**config.mk**
```make
export PLATFORM = sky130hd
export DESIGN_NAME = adc_capture_arbiter
export DESIGN_NICKNAME = d
export VERILOG_FILES = /design/src/rtl/adc_capture_arbiter.sv
export SDC_FILE = /design/constraint.sdc
export NUM_CORES = 1
export LEC_CHECK = 0
export ABC_AREA = 1
export BUFFER_PORTS_ARGS = -buffer_cell sky130_fd_sc_hd__buf_2
export CORE_MARGIN = 4
export CORE_UTILIZATION = 55
export CTS_BUF_LIST = sky130_fd_sc_hd__clkbuf_16
export DETAILED_ROUTE_END_ITERATION = 12
export PLACE_DENSITY_LB_ADDON = 0.25
export SLEW_MARGIN = 20
export SYNTH_ARGS = -nofsm -noshare
export SYNTH_HDL_FRONTEND = slang
export SYNTH_SLANG_ARGS = --single-unit
```
**constraint.sdc**
```tcl
create_clock -name clk -period 4.9 [get_ports clk]
set_clock_uncertainty 0.2 [all_clocks]
set_input_delay 0.245 -clock clk [delete_from_list [all_inputs] [get_ports clk]]
set_output_delay 0.245 -clock clk [all_outputs]
set_load 0.01 [all_outputs]
```
**src/rtl/adc_capture_arbiter.sv**
```systemverilog
// adc_capture_arbiter
// Shares one 16-bit capture FIFO between two ADC channels. A requesting
// channel is granted round-robin, then the FIFO is cleared, N samples are
// captured, and the FIFO is held for readout until rd_done or abort.
//
// Ports
//   clk, rst_n            capture clock, async active-low reset
//   req[1:0]              per-channel capture request (sampled in IDLE)
//   sample_num[15:0]      samples per transaction, latched on grant
//   adc_valid[1:0]        per-channel sample strobe
//   adc_data0/1[11:0]     channel samples
//   adc_otr[1:0]          per-channel out-of-range flag
//   rd_done, abort        readout-complete / cancel pulses
//   fifo_wrfull           FIFO write-side full
//   grant[1:0]            one-hot owner, 0 when idle
//   busy, cap_ready       not-idle / holding data for readout
//   overflow, cap_count   sticky drop flag / samples written
//   fifo_aclr, fifo_wrreq, fifo_di   FIFO write port
//
// state   | meaning
// --------+---------------------------------------------
// IDLE    | no owner, waiting for a request
// CLEAR   | fifo_aclr held high for CLR_CYC cycles
// CAPTURE | writing granted channel samples into the FIFO
// READY   | FIFO holds data, waiting for rd_done
module adc_capture_arbiter #(
    parameter int unsigned CLR_CYC = 4
) (
    input  logic        clk,
    input  logic        rst_n,
    input  logic [1:0]  req,
    input  logic [15:0] sample_num,
    input  logic [1:0]  adc_valid,
    input  logic [11:0] adc_data0,
    input  logic [11:0] adc_data1,
    input  logic [1:0]  adc_otr,
    input  logic        rd_done,
    input  logic        abort,
    input  logic        fifo_wrfull,
    output logic [1:0]  grant,
    output logic        busy,
    output logic        cap_ready,
    output logic        overflow,
    output logic [15:0] cap_count,
    output logic        fifo_aclr,
    output logic        fifo_wrreq,
    output logic [15:0] fifo_di
);

    typedef enum logic [1:0] {
        S_IDLE,
        S_CLEAR,
        S_CAPTURE,
        S_READY
    } state_t;

    state_t      state_q, state_d;
    logic [1:0]  grant_q, grant_d;
    logic        ptr_q, ptr_d;
    logic [15:0] num_q, num_d;
    logic [15:0] cap_count_q, cap_count_d;
    logic        overflow_q, overflow_d;
    logic        aclr_q, aclr_d;
    logic        wrreq_q, wrreq_d;
    logic [15:0] di_q, di_d;
    logic        busy_q, busy_d;
    logic        cap_ready_q, cap_ready_d;
    logic [3:0]  clr_cnt_q, clr_cnt_d;

    logic        ch;
    logic        sel;
    logic        vld_g;
    logic        otr_g;
    logic [11:0] data_g;
    logic [15:0] cnt_inc;

    // Channel index of the current owner (grant is one-hot).
    assign ch      = grant_q[1];
    assign vld_g   = ch ? adc_valid[1] : adc_valid[0];
    assign otr_g   = ch ? adc_otr[1]   : adc_otr[0];
    assign data_g  = ch ? adc_data1    : adc_data0;
    assign cnt_inc = cap_count_q + 16'd1;
    // Tie goes to the pointer; otherwise the single requester wins.
    assign sel     = (req == 2'b11) ? ptr_q : req[1];

    always_comb begin
        state_d     = state_q;
        grant_d     = grant_q;
        ptr_d       = ptr_q;
        num_d       = num_q;
        cap_count_d = cap_count_q;
        overflow_d  = overflow_q;
        aclr_d      = 1'b0;
        wrreq_d     = 1'b0;
        di_d        = di_q;
        clr_cnt_d   = clr_cnt_q;

        case (state_q)
            S_IDLE: begin
                if (req != 2'b00) begin
                    grant_d     = sel ? 2'b10 : 2'b01;
                    num_d       = sample_num;
                    cap_count_d = '0;
                    overflow_d  = 1'b0;
                    clr_cnt_d   = 4'(CLR_CYC - 1);
                    aclr_d      = 1'b1;
                    state_d     = S_CLEAR;
                end
            end
            S_CLEAR: begin
                if (clr_cnt_q == 4'd0) begin
                    state_d = (num_q == 16'd0) ? S_READY : S_CAPTURE;
                end else begin
                    clr_cnt_d = clr_cnt_q - 4'd1;
                    aclr_d    = 1'b1;
                end
            end
            S_CAPTURE: begin
                if (vld_g) begin
                    if (fifo_wrfull) begin
                        overflow_d = 1'b1;
                        state_d    = S_READY;
                    end else begin
                        wrreq_d     = 1'b1;
                        di_d        = {ch, otr_g, 2'b00, data_g};
                        cap_count_d = cnt_inc;
                        if (cnt_inc == num_q) begin
                            state_d = S_READY;
                        end
                    end
                end
            end
            S_READY: begin
                if (rd_done) begin
                    ptr_d   = ~ch;
                    grant_d = 2'b00;
                    state_d = S_IDLE;
                end
            end
            default: state_d = S_IDLE;
        endcase

        // Abort overrides everything; counters stay visible until next grant.
        if (abort && (state_q != S_IDLE)) begin
            state_d     = S_IDLE;
            grant_d     = 2'b00;
            ptr_d       = ~ch;
            aclr_d      = 1'b1;
            wrreq_d     = 1'b0;
            di_d        = di_q;
            cap_count_d = cap_count_q;
            overflow_d  = overflow_q;
        end
    end

    assign busy_d      = (state_d != S_IDLE);
    assign cap_ready_d = (state_d == S_READY);

    always_ff @(posedge clk or negedge rst_n) begin
        if (!rst_n) begin
            state_q     <= S_IDLE;
            grant_q     <= '0;
            ptr_q       <= 1'b0;
            num_q       <= '0;
            cap_count_q <= '0;
            overflow_q  <= 1'b0;
            aclr_q      <= 1'b0;
            wrreq_q     <= 1'b0;
            di_q        <= '0;
            busy_q      <= 1'b0;
            cap_ready_q <= 1'b0;
            clr_cnt_q   <= '0;
        end else begin
            state_q     <= state_d;
            grant_q     <= grant_d;
            ptr_q       <= ptr_d;
            num_q       <= num_d;
            cap_count_q <= cap_count_d;
            overflow_q  <= overflow_d;
            aclr_q      <= aclr_d;
            wrreq_q     <= wrreq_d;
            di_q        <= di_d;
            busy_q      <= busy_d;
            cap_ready_q <= cap_ready_d;
            clr_cnt_q   <= clr_cnt_d;
        end
    end

    assign grant      = grant_q;
    assign busy       = busy_q;
    assign cap_ready  = cap_ready_q;
    assign overflow   = overflow_q;
    assign cap_count  = cap_count_q;
    assign fifo_aclr  = aclr_q;
    assign fifo_wrreq = wrreq_q;
    assign fifo_di    = di_q;

endmodule

```
==> results of run 1 <==
-- cells by family (layout without fill, tap and decap cells) --
| kind of cell | after synthesis | in the layout | synth area share |
|---|---|---|---|
| xor+xnor | 3 | 3 | 0.0123 |
| flops | 60 | 60 | 0.463 |
| fa+ha+maj | 2 | 2 | 0.00771 |
| compound gates | 58 | 58 | 0.101 |
| simple gates | 255 | 255 | 0.334 |
| other cells | 1 | 2 | 0.00116 |
| buf+inv | 63 | 196 | 0.0806 |
-- worst max-delay path by stage --
stage / start / end / slack (ps) / cells after the start
floorplan: cap_count[0] / cap_ready / 2780 / 13
global placement: grant[1] / cap_count[8] / 2370 / 8
detailed placement: cap_count[0] / cap_ready / 2310 / 14
CTS: grant[1] / fifo_di[3] / 1830 / 9
global route: grant[1] / fifo_di[0] / 1490 / 9
finish: grant[1] / fifo_di[4] / 1690 / 9
-- metrics by stage --
stage	setup WS (ps)	util	power (mW)
detailed placement	2310	0.666	1.57
global route	1490	0.790	2.51
global placement	2370	0.666	1.55
floorplan	2780	-	1.30
finish	1690	0.790	2.36
CTS	1830	0.790	2.32
-- cells in the mapped netlist (all sizes together), types with 2 or more instances --
library cell	number
o22ai	7
a31oi	14
nand3	39
nor2	46
inv	50
buf	7
a21oi	8
nand4	9
nand3b	6
o21ai	25
dfrtp	60
nand2	149
ha	2
nor4	4
clkbuf	5
-- flip-flops by register name (all words and copies together), names as in the netlist --
| signal | count |
|---|---|
| fifo_di | 14 |
| cap_ready | 1 |
| ptr_q | 1 |
| cap_count | 16 |
| busy | 1 |
| clr_cnt_q | 4 |
| num_q | 16 |
| fifo_aclr | 1 |
| state_q | 2 |
| grant | 2 |
| fifo_wrreq | 1 |
| overflow | 1 |
-- cell type report --
class / count / share of cell area
timing repair buffer: 129 / 0.191
inverter: 51 / 0.0432
clock buffer: 9 / 0.0508
multi-input combinational: 320 / 0.335
sequential: 60 / 0.339
tap: 72 / 0.0203
clock inverter: 7 / 0.0209
-- power groups by stage --
stage          Combinational, mW  Clock [mW]  Sequential (mW)
3_3_place_gp               0.732           0            0.814
6_report                   0.867       0.672            0.821
5_1_grt                    0.964       0.703            0.839
2_1_floorplan              0.482           0            0.813
4_1_cts                    0.841       0.671            0.810
3_5_place_dp               0.759           0            0.813
-- worst max-delay path: stages (launching register included) --
cell	delay, ps
dfrtp_1	570
clkinv_1	360
nand2_1	140
a311oi_1	340
inv_1	160
nor3_4	160
buf_4	390
nor2_1	70
a31oi_1	160
dlygate4sd3_1	590
-- routing by layer --
metal	wire length, um	track usage	vias to the layer above
met5	0	0	-
li1	-	-	1698
met2	5150	0.508	173
met4	276	0.118	0
met3	712	0.0559	26
met1	3950	0.349	1682
-- timing repair --
action	CTS	global route
hold buffers	38	0
setup buffers	0	0
hold endpoints to repair	87	0
gates resized for setup	0	0
==> summary.txt, run 1 <==
outcome = finished, violations left
failing checks = negative hold slack
switching fraction of total power = 0.380
combinational power share = 0.367
gr usage total = 0.290
H-tree Lvls = 3
Hold Slack = -3.27 ps
Synth area leader = dfrtp_1
wire length of the first global-routing pass = 16600 um
register area = 1500 um^2
Chip Width = 84.8 um
Setup Viol. Count Final = 0
most frequent cells in the layout = nand2_1, buf_2, dfrtp_1
commonest non-fill, non-tap cell in the layout = nand2_1
Slew Limit Fails = 0
share of cells above drive strength 1 = 0.193
GRT overflow = 0
Final Hold Viols = 1
final net count = 624
Placed Instance Area = 3730 um^2
r2r endpoint = fifo_di[4]
ant diodes = 0
FF+latch count, synth = 60
Worst Hold Depth = 3
Distinct cells, synth = 31
Reg2Reg Setup Slack = 1690 ps
Flop pwr share = 0.348
min Tclk post-route = 3210 ps
vias in the first global route = 3505
Initial DRC Count = 282
RR Startpoint = grant[1]
worst r2r path cells = 9
Clock Path Buffers = 2
worst-margin pin slew = 772 ps
ranking of synthesized cells by area = dfrtp_1, nand2_1, nand3_1
CTS Buf Count = 9
die height = 84.8 um
Core Area = 5610 um^2
Hold EP = fifo_di[9]
Max Cap Viol = 0
Syn Area/Cell = 7.34 um^2
Data arrival, critical path = 3270 ps
cell count after synthesis = 442
number of vias per cell = 5.52
area share of the largest cell type after synthesis = 0.463
most used flip-flop cell after synthesis = dfrtp_1
Clk pwr share = 0.285
RSZ-0062 raised after global routing = false
number of fill cells in the layout = 368
Clk pin slew, worst setup/hold paths = 60 ps
Cell Area, Synth = 3240 um^2
Max Fclk = 0.311 GHz
PortBufs = 87
Max IR drop VDD = 0.000370 V
routed len/inst = 15.6 um
WP data required = 4960 ps
HP Class = primary input to flop
TritonCTS Sinks = 60
hold wc startpoint = adc_data1[9]
final std cells w/o fill = 648
RePlAce Congestion = 0.919
post-DP HPWL = 6290 um
drt total wl = 10100 um
endpoint class of the critical path = flop
Psw = 897 uW
area grow syn2layout = 36.6%
largest net degree at the start of global routing = 61
initial antenna violation count = 0
total number of vias = 3579
Final period util = 0.655
Static Leak = 2.27 nW
final setup TNS = 0 ps
# DRC = 0
die area = 7190 um^2
Worst-Skew Late Latency = 330 ps
design area = 4430 um^2
Root Buffer = clkbuf_16
PwrDens = 533 nW/um^2
register area share after synthesis = 0.463
io pins = 90
DRT antenna net count = 0
Synth warnings = 0
Placed Instances = 594
internal cell power = 1.46 mW
crit path kind = flop to flop
initial core utilization = 0.579
Multi-input gate area = 1490 um^2
slew margin rel. = 0.485
Crit Path Max Fanout = 36
Pre-Repair DR Iteration Count = 5
Critical Path Start Type = flop
Post-synth EDFFs = 0
Site Rows = 27
Synth async-reset ratio = 1.00
TritonCTS clock tree = built
Power figures use the tool's default switching activity.
==> run 2: changes to the inputs <==
--- a/config.mk
+++ b/config.mk
@@ -8,7 +8,7 @@
 export ABC_AREA = 1
 export BUFFER_PORTS_ARGS = -buffer_cell sky130_fd_sc_hd__buf_2
 export CORE_MARGIN = 4
-export CORE_UTILIZATION = 55
+export CORE_UTILIZATION = 52
 export CTS_BUF_LIST = sky130_fd_sc_hd__clkbuf_16
 export DETAILED_ROUTE_END_ITERATION = 12
 export PLACE_DENSITY_LB_ADDON = 0.25
==> constraint.sdc (replaced) <==
create_clock -name clk -period 3 [get_ports clk]
set_clock_uncertainty 0.2 [all_clocks]
set_input_delay 0.15 -clock clk [delete_from_list [all_inputs] [get_ports clk]]
set_output_delay 0.15 -clock clk [all_outputs]
set_load 0.01 [all_outputs]
==> run 2 against run 1 <==
Against the previous run:
- the run now ends clean
- setup slack worse by 1400 ps
- critical path depth unchanged
- die area up 5.2%
- first-iteration DRC count up 15%
- register-to-register slack worse by 1400 ps
- clock power up 74%
- worst hold slack better by 21 ps
- sequential power up 64%
- largest power group is now registers
==> summary.txt, run 2 (synthesis gave the netlist of run 1 again) <==
H-tree Lvls = 3 (unchanged)
min Tclk post-route = 2740 ps (was 3210 ps)
Reg2Reg Setup Slack = 260 ps (was 1690 ps)
Core Area = 5990 um^2 (was 5610 um^2)
RSZ-0062 raised after global routing = false (unchanged)
initial antenna violation count = 0 (unchanged)
Worst-Skew Late Latency = 330 ps (about the same)
RR Startpoint = state_q[0] (was grant[1])
largest net degree at the start of global routing = 42 (was 61)
Critical Path Start Type = flop (unchanged)
Static Leak = 2.31 nW (was 2.27 nW)
Root Buffer = clkbuf_16 (unchanged)
TritonCTS clock tree = built (unchanged)
RePlAce Congestion = 0.872 (was 0.919)
final setup margin = 260 ps (was 1690 ps)
wire length of the first global-routing pass = 17500 um (was 16600 um)
Worst Hold Depth = 5 (was 3)
Site Rows = 28 (was 27)
Data arrival, critical path = 2790 ps (was 3270 ps)
total number of vias = 3659 (was 3579)
worst r2r path cells = 9 (unchanged)
Final Hold Viols = 0 (was 1)
number of vias per cell = 5.54 (was 5.52)
Crit Path Max Fanout = 27 (was 36)
ant diodes = 0 (unchanged)
Final period util = 0.913 (was 0.655)
routed len/inst = 15.8 um (was 15.6 um)
GRT overflow = 0 (unchanged)
Initial DRC Count = 324 (was 282)
delay-heaviest family, CP = buffers and inverters (unchanged)
initial core utilization = 0.542 (was 0.579)
Max IR drop VDD = 0.000605 V (was 0.000370 V)
critical-path cell list = nor2_1, inv_1, nor2_1, buf_4, inv_1, a21oi_1, nand4_1, dlygate4sd3_1, o21ai_0 (was clkinv_1, nand2_1, a311oi_1, inv_1, nor3_4, buf_4, nor2_1, a31oi_1, dlygate4sd3_1)
Chip Width = 87.0 um (was 84.8 um)
area grow syn2layout = 40.1% (was 36.6%)
die area = 7570 um^2 (was 7190 um^2)
final net count = 634 (was 624)
slowest CP cell = dlygate4sd3_1 (unchanged)
Buf/Inv on CP = 4 (unchanged)
CTS Buf Count = 9 (unchanged)
most frequent cells in the layout = nand2_1, buf_2, dfrtp_1 (unchanged)
gr usage total = 0.300 (was 0.290)
Hold EP = grant[0] (was fifo_di[9])
TritonCTS Sinks = 60 (unchanged)
die height = 87.0 um (was 84.8 um)
outcome = finished, final reports clean (was finished, violations left)
Pre-Repair DR Iteration Count = 5 (unchanged)
crit path kind = flop to flop (unchanged)
share of cells above drive strength 1 = 0.189 (was 0.193)
HP Class = primary input to flop (unchanged)
vias in the first global route = 3669 (was 3505)
worst-margin pin slew = 581 ps (was 772 ps)
Setup Viol. Count Final = 0 (unchanged)
Max stage delay on crit path = 570 ps (was 590 ps)
DRT antenna net count = 0 (unchanged)
PwrDens = 851 nW/um^2 (was 533 nW/um^2)
Clk pin slew, worst setup/hold paths = 50 ps (was 60 ps)
# DRC = 0 (unchanged)
Max Fclk = 0.365 GHz (was 0.311 GHz)
r2r endpoint = grant[1] (was fifo_di[4])
commonest non-fill, non-tap cell in the layout = nand2_1 (unchanged)
Clock Path Buffers = 2 (unchanged)
Max Cap Viol = 0 (unchanged)
PortBufs = 87 (unchanged)
io pins = 90 (unchanged)
post-DP HPWL = 6360 um (was 6290 um)
endpoint class of the critical path = flop (unchanged)
hold wc startpoint = req[0] (was adc_data1[9])
drt total wl = 10400 um (was 10100 um)
slew margin rel. = 0.612 (was 0.485)
final setup TNS = 0 ps (unchanged)
pre-CTS setup slack = 423 ps (was 2310 ps)
Slew Limit Fails = 0 (unchanged)
WP data required = 3050 ps (was 4960 ps)
-- run 2: cell types whose count changed in the layout (fill, tap and decap cells not counted) --
cell | previous run | this run
buf_4 | 4 | 6
bufinv_16 | 2 | 3
clkinv_1 | 1 | 3
clkinv_4 | 1 | 0
clkinvlp_4 | 2 | 0
dlygate4sd3_1 | 38 | 46
-- run 2: worst max-delay path by stage --
stage | start | end | depth (start not counted)
5_1_grt | state_q[0] | grant[1] | 9
4_1_cts | state_q[0] | grant[1] | 9
3_5_place_dp | state_q[1] | fifo_di[10] | 10
6_report | state_q[0] | grant[1] | 9
3_3_place_gp | state_q[0] | fifo_di[9] | 10
2_1_floorplan | cap_count[0] | cap_ready | 13
-- run 2: report_power, final --
group	internal, mW	switching, mW	leakage (nW)	total [mW]
Sequential	1.09	0.251	0.768	1.35
Combinational	0.514	0.837	1.38	1.35
Clock	0.800	0.371	0.166	1.17
Total	2.41	1.46	2.31	3.87
-- run 2: through the flow --
step,instance area [um^2],hold WS [ps],cells,util,total power [mW]
final,4540,17.6,661,0.759,3.87
after global routing,4540,46.1,661,0.759,4.11
after CTS,4540,11.7,661,0.759,3.80
after detailed placement,3750,-72.7,599,0.626,2.57
after global placement,3750,-81.6,599,0.626,2.53
after floorplan,3250,-346,443,-,2.12
-- run 2: final cells by class --
cell class                      count  area, um^2
Fill cell                         389        1450
Clock inverter                      7         106
Sequential cell                    60        1500
Timing Repair Buffer              139         941
Inverter                           51         191
Clock buffer                        9         225
Multi-Input combinational cell    320        1490
Tap cell                           75        93.8
-- run 2: timing repair --
action | CTS | global route
buffers inserted | 0 | 0
hold buffers | 46 | 0
gates resized for setup | 0 | 0
endpoints found under the hold margin | 51 | 0
-- run 2: worst register-to-register path, delay by kind of cell (launching register included) --
kind,cells,cell delay [ps]
flip-flops,1,430
AND/OR/NAND/NOR,3,390
buffers and inverters,4,1220
AO/OA/AOI/OAI,2,400
-- run 2: routing by layer --
metal  GRT usage  wire, um
met5           0         0
met1       0.366      4050
met3      0.0899       951
met2       0.489      5100
met4       0.133       339
==> run 3: changes to the inputs <==
--- a/config.mk
+++ b/config.mk
@@ -7,8 +7,9 @@
 export LEC_CHECK = 0
 export ABC_AREA = 1
 export BUFFER_PORTS_ARGS = -buffer_cell sky130_fd_sc_hd__buf_2
+export CORE_ASPECT_RATIO = 0.7
 export CORE_MARGIN = 4
-export CORE_UTILIZATION = 52
+export CORE_UTILIZATION = 47
 export CTS_BUF_LIST = sky130_fd_sc_hd__clkbuf_16
 export DETAILED_ROUTE_END_ITERATION = 12
 export PLACE_DENSITY_LB_ADDON = 0.25
==> constraint.sdc (replaced) <==
create_clock -name clk -period 2.4 [get_ports clk]
set_clock_uncertainty 0.2 [all_clocks]
set_input_delay 0.12 -clock clk [delete_from_list [all_inputs] [get_ports clk]]
set_output_delay 0.12 -clock clk [all_outputs]
set_load 0.01 [all_outputs]
==> run 3 against run 2 <==
Against the previous run:
- die area grew 9.9%
- critical path depth is 1 higher
- combinational power is 27% higher
- first-iteration DRC count fell by 15%
- count of clock-buffer cells in the layout did not move
- design area increased by 1.2%
- sequential cell count did not move
- sequential share of layout area decreased by 0.37 points
- largest cell class unchanged
- clock power up 3%
- fmax rose by 21%
- core utilization down 7.5 points
- final cell count rose by 3.6%
==> summary.txt, run 3 (synthesis gave the netlist of run 1 again) <==
Crit. Startpoint = state_q[0] (unchanged)
number of fill cells in the layout = 540 (was 389)
vias in the first global route = 3380 (was 3669)
HP Class = primary input to flop (unchanged)
pre-CTS setup slack = 52.7 ps (was 423 ps)
internal cell power = 2.74 mW (was 2.41 mW)
worst-margin pin slew = 676 ps (was 581 ps)
DRT antenna net count = 0 (unchanged)
io pins = 90 (unchanged)
final setup margin = 128 ps (was 260 ps)
Static Leak = 2.31 nW (about the same)
area grow syn2layout = 41.8% (was 40.1%)
largest net degree at the start of global routing = 34 (was 42)
PwrDens = 997 nW/um^2 (was 851 nW/um^2)
share of cells above drive strength 1 = 0.205 (was 0.189)
slowest CP cell = dfrtp_1 (was dlygate4sd3_1)
Clock Path Buffers = 2 (unchanged)
Slew Limit Fails = 0 (unchanged)
wire length of the first global-routing pass = 16400 um (was 17500 um)
gr usage total = 0.251 (was 0.300)
Initial DRC Count = 277 (was 324)
final net count = 639 (was 634)
Hold Slack = 126 ps (was 17.6 ps)
Psw = 1.84 mW (was 1.46 mW)
switching fraction of total power = 0.402 (was 0.377)
post-DP HPWL = 6570 um (was 6360 um)
Crit Path Max Fanout = 27 (unchanged)
TritonCTS clock tree = built (unchanged)
most frequent cells in the layout = nand2_1, buf_2, dfrtp_1 (unchanged)
Max IR drop VDD = 0.000555 V (was 0.000605 V)
Placed Instances = 620 (was 599)
Placed Instance Area = 3800 um^2 (was 3750 um^2)
WP data required = 2430 ps (was 3050 ps)
Clk pin slew, worst setup/hold paths = 60 ps (was 50 ps)
Worst-Skew Late Latency = 330 ps (about the same)
critical-path cell list = nor2_1, nor2_1, inv_2, nand2_1, a311oi_1, inv_1, nor3_4, buf_8, nor2_1, a31oi_1 (was nor2_1, inv_1, nor2_1, buf_4, inv_1, a21oi_1, nand4_1, dlygate4sd3_1, o21ai_0)
Max Fclk = 0.440 GHz (was 0.365 GHz)
Setup Viol. Count Final = 0 (unchanged)
TritonCTS Sinks = 60 (unchanged)
H-tree Lvls = 3 (unchanged)
die area = 8320 um^2 (was 7570 um^2)
initial core utilization = 0.482 (was 0.542)
PortBufs = 87 (unchanged)
Pre-Repair DR Iteration Count = 5 (unchanged)
Buf/Inv on CP = 3 (was 4)
Max stage delay on crit path = 440 ps (was 570 ps)
hold wc startpoint = adc_valid[1] (was req[0])
drt total wl = 9910 um (was 10400 um)
Final Hold Viols = 0 (unchanged)
outcome = finished, final reports clean (unchanged)
Post-CTS Setup Repair Bufs = 0 (unchanged)
slew margin rel. = 0.549 (was 0.612)
number of vias per cell = 5.13 (was 5.54)
RR Startpoint = state_q[0] (unchanged)
Core Area = 6730 um^2 (was 5990 um^2)
routed len/inst = 14.5 um (was 15.8 um)
Chip Width = 107 um (was 87.0 um)
die height = 77.5 um (was 87.0 um)
GRT overflow = 0 (unchanged)
Critical Path Most Common Cell = nor2_1
design area = 4600 um^2 (was 4540 um^2)
crit path kind = flop to flop (unchanged)
commonest non-fill, non-tap cell in the layout = nand2_1 (unchanged)
# DRC = 0 (unchanged)
Final period util = 0.947 (was 0.913)
Critical Path Start Type = flop (unchanged)
Root Buffer = clkbuf_16 (unchanged)
total number of vias = 3517 (was 3659)
endpoint class of the critical path = flop (unchanged)
RePlAce Congestion = 0.888 (was 0.872)
ant diodes = 0 (unchanged)
Data arrival, critical path = 2300 ps (was 2790 ps)
combinational power share = 0.373 (was 0.349)
Clk pwr share = 0.263 (was 0.303)
Max Cap Viol = 0 (unchanged)
Site Rows = 25 (was 28)
final std cells w/o fill = 685 (was 661)
delay-heaviest family, CP = simple AND/OR/NAND/NOR gates (was buffers and inverters)
Flop pwr share = 0.363 (was 0.348)
CTS Buf Count = 9 (unchanged)
min Tclk post-route = 2270 ps (was 2740 ps)
initial antenna violation count = 0 (unchanged)
[run 3: cell types whose count changed in the layout (fill, tap and decap cells not counted), moves of 2 or more]
cell / before / now
o21ai_1: 2 / 4
bufinv_16: 3 / 0
dlygate4sd3_1: 46 / 49
nor2_2: 0 / 3
nor2_1: 45 / 41
inv_6: 0 / 4
o21ai_0: 23 / 21
clkinv_1: 3 / 1
[run 3: path summary, 6_finish.rpt]
check / end / slack (ps) / cells after the start
setup / recovery: fifo_di[9] / 130 / 10
hold / removal: cap_ready / 130 / 7
setup reg to reg: fifo_di[9] / 130 / 10
hold reg to reg: fifo_di[15] / 290 / 2
max in group asynchronous: cap_count[0] / 1230 / 3
min in group asynchronous: cap_count[3] / 160 / 2
[run 3: what timing repair did]
item | in CTS | in global routing
endpoints found under the setup margin | 0 | 5
hold buffers | 48 | 1
endpoints found under the hold margin | 62 | 1
gates resized for setup | 0 | 10
[run 3: worst reg2reg max path: cells and delay by family (launching register included)]
kind	cells	cell delay (ps)
flip-flops	1	440
buffers and inverters	3	430
AO/OA/AOI/OAI	2	440
AND/OR/NAND/NOR	5	660
[run 3: cell type report]
class | count | area [um^2] | share of cell area
flip-flops and latches | 60 | 1500 | 0.327
repair buffers | 144 | 1010 | 0.219
well taps | 94 | 118 | 0.0256
clock buffers | 9 | 225 | 0.0490
clock inverters | 7 | 56.3 | 0.0122
inverters | 51 | 191 | 0.0416
multi-input cells | 320 | 1500 | 0.326
[run 3: power groups by stage]
stage	Combinational (mW)	Clock, mW	Sequential, mW
floorplan	0.984	0	1.66
global placement	1.55	0	1.65
detailed placement	1.59	0	1.65
CTS	1.66	1.23	1.65
global route	1.93	1.27	1.70
finish	1.71	1.21	1.67
[run 3: per-layer routing]
metal  up-vias  global-route usage  wire length, um
li1       1736                   -                -
met5         -                   0                0
met3        17              0.0773              960
met4         0              0.0690              178
met2       167               0.370             4260
met1      1597               0.359             4510
[run 3: through the flow]
step,power [mW],setup TNS [ps],utilization
2_1_floorplan,2.64,0,-
5_1_grt,4.90,-4.48,0.684
4_1_cts,4.54,0,0.679
3_5_place_dp,3.24,0,0.566
6_report,4.58,0,0.684
3_3_place_gp,3.20,0,0.566
